<file path="src/rtl/proc_defs.sv">
// Shared definitions for the processor register-file access path.
package proc_defs;

    localparam int WORDSIZE_DEF = 64;
    localparam int SIZE_DEF     = 32;
    localparam int ADDRW_DEF    = $clog2(SIZE_DEF);
    localparam int NREQ         = 2;

    typedef logic [$clog2(NREQ)-1:0] req_id_t;

    localparam logic REQ_READ  = 1'b0;
    localparam logic REQ_WRITE = 1'b1;

endpackage

</file>
<file path="src/rtl/regfile_port_arbiter_rr_arbiter2.sv">
// Two-way round-robin grant logic; the priority pointer is held by the parent.
module rr_arbiter2
    import proc_defs::*;
(
    input  logic [1:0] valid,
    input  req_id_t    prio,
    output logic [1:0] grant
);

    // A lone requester always wins; on contention the pointer decides.
    always_comb begin
        grant = valid;
        if (valid == 2'b11) begin
            grant = (prio == req_id_t'(1)) ? 2'b10 : 2'b01;
        end
    end

endmodule

</file>
<file path="src/rtl/regfile_port_arbiter.sv">
// Shares one register-file port set between two requesters with a
// single registered stage and a fixed two-cycle response latency.
module regfile_port_arbiter
    import proc_defs::*;
#(
    parameter  int WORDSIZE = WORDSIZE_DEF,
    parameter  int SIZE     = SIZE_DEF,
    localparam int ADDRW    = $clog2(SIZE)
) (
    input  logic                  clk,
    input  logic                  rst_n,
    input  logic [NREQ-1:0]       req_valid,
    output logic [NREQ-1:0]       req_ready,
    input  logic [NREQ-1:0]       req_we,
    input  logic [2*ADDRW-1:0]    req_rs1,
    input  logic [2*ADDRW-1:0]    req_rs2,
    input  logic [2*ADDRW-1:0]    req_rd,
    input  logic [2*WORDSIZE-1:0] req_wdata,
    output logic [NREQ-1:0]       resp_valid,
    output logic [WORDSIZE-1:0]   resp_rs1,
    output logic [WORDSIZE-1:0]   resp_rs2,
    output logic [ADDRW-1:0]      rf_rs1,
    output logic [ADDRW-1:0]      rf_rs2,
    output logic [ADDRW-1:0]      rf_rd,
    output logic [WORDSIZE-1:0]   rf_rd_in,
    output logic                  rf_we,
    input  logic [WORDSIZE-1:0]   rf_rs1_out,
    input  logic [WORDSIZE-1:0]   rf_rs2_out
);

    logic [1:0]          grant;
    logic                xfer;
    req_id_t             prio;
    req_id_t             gid;

    logic                stg_valid;
    req_id_t             stg_id;
    logic                stg_we;
    logic [ADDRW-1:0]    stg_rs1;
    logic [ADDRW-1:0]    stg_rs2;
    logic [ADDRW-1:0]    stg_rd;
    logic [WORDSIZE-1:0] stg_wdata;

    rr_arbiter2 u_arb (
        .valid (req_valid),
        .prio  (prio),
        .grant (grant)
    );

    assign req_ready = grant;
    assign xfer      = |grant;
    assign gid       = req_id_t'(grant[1]);

    always_ff @(posedge clk or negedge rst_n) begin
        if (!rst_n) begin
            prio <= '0;
        end else if (xfer) begin
            prio <= ~gid;
        end
    end

    // Addresses and data only load on a transfer so idle cycles keep the ports quiet.
    always_ff @(posedge clk or negedge rst_n) begin
        if (!rst_n) begin
            stg_valid <= 1'b0;
            stg_id    <= '0;
            stg_we    <= REQ_READ;
            stg_rs1   <= '0;
            stg_rs2   <= '0;
            stg_rd    <= '0;
            stg_wdata <= '0;
        end else begin
            stg_valid <= xfer;
            if (xfer) begin
                stg_id    <= gid;
                stg_we    <= req_we[gid];
                stg_rs1   <= req_rs1[gid*ADDRW +: ADDRW];
                stg_rs2   <= req_rs2[gid*ADDRW +: ADDRW];
                stg_rd    <= req_rd[gid*ADDRW +: ADDRW];
                stg_wdata <= req_wdata[gid*WORDSIZE +: WORDSIZE];
            end
        end
    end

    // rf_we is combinational from reset-cleared state, so it drops with rst_n at once.
    assign rf_rs1   = stg_rs1;
    assign rf_rs2   = stg_rs2;
    assign rf_rd    = stg_rd;
    assign rf_rd_in = stg_wdata;
    assign rf_we    = stg_valid & (stg_we == REQ_WRITE);

    always_ff @(posedge clk or negedge rst_n) begin
        if (!rst_n) begin
            resp_valid <= '0;
            resp_rs1   <= '0;
            resp_rs2   <= '0;
        end else begin
            resp_valid <= stg_valid ? (2'b01 << stg_id) : 2'b00;
            if (stg_valid) begin
                resp_rs1 <= (stg_we == REQ_WRITE) ? '0 : rf_rs1_out;
                resp_rs2 <= (stg_we == REQ_WRITE) ? '0 : rf_rs2_out;
            end
        end
    end

endmodule

</file>
<file path="config.mk">
export PLATFORM = sky130hd
export DESIGN_NAME = regfile_port_arbiter
export DESIGN_NICKNAME = d
export VERILOG_FILES = /design/src/rtl/proc_defs.sv /design/src/rtl/regfile_port_arbiter_rr_arbiter2.sv /design/src/rtl/regfile_port_arbiter.sv
export SDC_FILE = /design/constraint.sdc
export NUM_CORES = 1
export LEC_CHECK = 0
export CAP_MARGIN = 20
export CORE_AREA = 2 2 198 200
export CTS_CLUSTER_DIAMETER = 60
export CTS_CLUSTER_SIZE = 8
export DETAILED_ROUTE_END_ITERATION = 7
export DIE_AREA = 0 0 200 202
export PLACE_DENSITY = 0.68
export SETUP_SLACK_MARGIN = 0.5
export SYNTH_ARGS = -nofsm -noshare
export SYNTH_HDL_FRONTEND = slang
export SYNTH_SLANG_ARGS = --single-unit
</file>
<file path="constraint.sdc">
create_clock -name clk -period 2.33 [get_ports clk]
set_clock_uncertainty 0.15 [all_clocks]
set_input_delay 0.233 -clock clk [delete_from_list [all_inputs] [get_ports clk]]
set_output_delay 0.233 -clock clk [all_outputs]
set_load 0.01 [all_outputs]
</file>
==> impl_metrics.yaml <==
sta:
  layout_min_cycle_time_ps: 1788
  relSlewSlack_pct: 44.29
  setup_viol: 0
  worstMarginPinSlew_ps: 835.6
  slew_viol_final: 0
  period_share_pct: 76.75
  rsz0062_at_grt: "true"
  fmax_mhz: 559.2
  finalSetupTns_ps: 0
  fin_ws_ps: 541.7
  finalHoldViolCount: 0
clock_network:
  root_buffer: "clkbuf_16"
  cts_buffer_depth: 3
  clkLatencyLatePin_ps: 540
  clock_sinks: 213
  clkTransAtPathRegs_ps: 50
  cts_tree: "built"
  numCtsBuffers: 31
  h-tree-depth: 1
run:
  cap_violations: 0
cells_and_area:
  fill_cells: 3739
  syn2layout_area_growth_pct: 55.66
  diodes: 0
  post-route-util_pct: 43.09
  layout.nets: 1782
  multi_input_area_sq_um: 4075
  seq_area_sq_um: 5338
  drive_above_1_share_pct: 4.682
place:
  dpl.hpwl_mm: 24.99
  routabilityCongestion: 0.7690
  portBuffers: 503
  post-place-ws_ps: 646.0
yosys:
  yosysWarnings: 0
  yosys.cell_count.top_type: "dfrtp_1"
  ys_seq_area_share_pct: 50.29
  muxShareOfSynthArea_pct: 7.555
  synth-xor-area-share_pct: 0
  yosys.area_share.simple_pct: 16.03
  synth_top_cells_by_area: "dfrtp_1 (50%), o21ai_1 (9.9%), nand3b_1 (8.9%), mux2i_1 (7.6%), and3b_1 (6.6%)"
  synth_async_sr_flop_share_pct: 100.0
  syn_area_per_cell_sq_um: 10.34
  ys_ff_latch: 213
  synth.cell_area_sq_um: 10600
  synthCells: 1025
  synth_compound_area_share_pct: 14.71
  post-synth-top-area-cell: "dfrtp_1"
  synthTopCellsByCount: "dfrtp_1 (213), o21ai_1 (209), inv_1 (129), nand3b_1 (126)"
  synthFlopType: "dfrtp_1"
  synth_top_area_share_pct: 50.29
  synth_edf_count: 0
  synthAdderAreaFrac_pct: 0
  ys_types: 22
  synth_top_family_by_area: "simple AND/OR/NAND/NOR gates"
  syn_nets: 1317
global_routing:
  grt_pass1_wl_mm: 53.42
  grt_usage_pct: 16.65
  grt_overflow_total: 0
  antenna_found_initial: 1
  grt_max_degree: 160
  grt_pass1_vias: 9667
floorplan:
  core-area_sq_um: 38290
  die_w_um: 200
  rows: 72
  start_util_pct: 27.68
  ios: 504
  dieHeight_um: 202
  fp.dieArea_sq_um: 40400
drt:
  wl_met1_mm: 13.69
  drc: 0
  vias: 9415
  wl_met2_mm: 16.92
  vias_per_cell: 4.677
  routed_wirelength_mm: 35.12
  dr.pass1.iters: 6
  top_layer: "met5"
  wl_met3_mm: 3.410
  first_iter_violations: 335
  ant_nets: 0
  routedWlPerCell_um: 17.45
critical_path:
  critPathCaptureType: "output pin"
  critPathLaunchType: "register"
  worstPathCellList: "nand2b_4, and2_4, buf_2"
  crit_required_ps: 1950
  critical_path_class: "register to output pin"
  ff2ff_setup_slack_ps: 710
  critPathTopFamily: "flip-flops"
  critPathArrivalTime_ps: 1410
  crit-reg2reg-launch: "stg_valid"
  cpMaxStageDelayCell: "dfrtp_2"
  reg2reg_to: "resp_rs1[2]"
  critical_path_peak_fanout: 3
  cp-startpoint: "prio"
  cp_num_buf_inv: 1
  critical_path.max_stage_delay_ps: 410
  reg2reg_depth: 4
  cp.depth: 3
power_and_ir_drop:
  pwr_density_cell_nw_per_um2: 672.3
  p_leak_uw: 0.007868
  vdd_drop_max_mv: 0.5685
run_status:
  status: "complete, no violations"
min_path:
  hold_path.startpoint: "rf_rs1_out[63]"
  hp-class: "input pin to register"
  min_path_cells: 3
  whs_endpoint: "resp_rs1[63]"
metal layers:
layer	global-route usage, %	vias up
met1	19.11	4464
met3	5.523	73
met5	0	-
li1	-	4492
met2	28.91	384
met4	5.556	2
worst register-to-register path, cell delays in order (launching register included):
cell and delay, ps:
dfrtp_4 420, buf_12 300, buf_12 390, nand3b_1 180, o21ai_1 100
stage by stage:
stage	power [uW]	cell area, sq um	std cells	hold WS (ps)
finish	11090	16500	2013	84.72
global route	11690	16500	2013	88.65
detailed placement	7561	15840	1971	101.5
floorplan	5765	10600	1025	-212.6
global placement	7505	15840	1971	99.39
CTS	11280	16460	2013	52.96
worst max-delay path by stage:
stage,to,slack (ps)
after CTS,req_ready[1],380
after detailed placement,rf_rd_in[32],650
final,req_ready[1],540
after floorplan,rf_we,950
after global placement,req_ready[1],650
after global routing,req_ready[1],490
flip-flops by register name (all words and copies together), names as in the netlist:
| signal | count |
|---|---|
| prio | 1 |
| resp_rs1 | 64 |
| resp_rs2 | 64 |
| resp_valid | 2 |
| rf_rd | 5 |
| rf_rd_in | 64 |
| rf_rs1 | 5 |
| rf_rs2 | 5 |
| stg_id | 1 |
| stg_valid | 1 |
| stg_we | 1 |
layout make-up:
cell class | instances | share of cell area [%]
Sequential cell | 213 | 32.35
Timing Repair Buffer | 528 | 31.12
Multi-Input combinational cell | 586 | 24.70
Inverter | 130 | 2.958
Clock buffer | 37 | 4.899
Clock inverter | 1 | 0.04550
Tap cell | 518 | 3.928
power breakdown:
part,leakage (uW),total (uW),internal (uW),switching [uW]
combinational,0.00482,2760,1450,1320
clock,0.000395,3930,2370,1560
sequential,0.00265,4400,4160,243
total,0.00787,11100,7980,3120
cell families after synthesis:
logic type / after synthesis
buf+inv: 226
compound gates: 291
mux: 80
simple gates: 215
flops: 213
cell usage in the layout, fill, tap and decap left out, types with 9 or more instances in the layout:
cell,count
and3b_1,80
buf_12,9
inv_1,129
o21ai_1,209
buf_4,14
a31oi_1,80
mux2i_1,80
dfrtp_1,209
dlygate4sd2_1,193
dlymetal6s2s_1,15
clkbuf_16,31
clkdlybuf4s50_1,289
nand3b_1,126
what timing repair did:
item | 4_1_cts | 5_1_grt
setup buffers | 1 | 0
hold buffers | 3 | 0
gates resized for setup | 206 | 18
hold endpoints to repair | 198 | 0
endpoints found under the setup margin | 196 | 17
(Power assumes the default switching activity.)
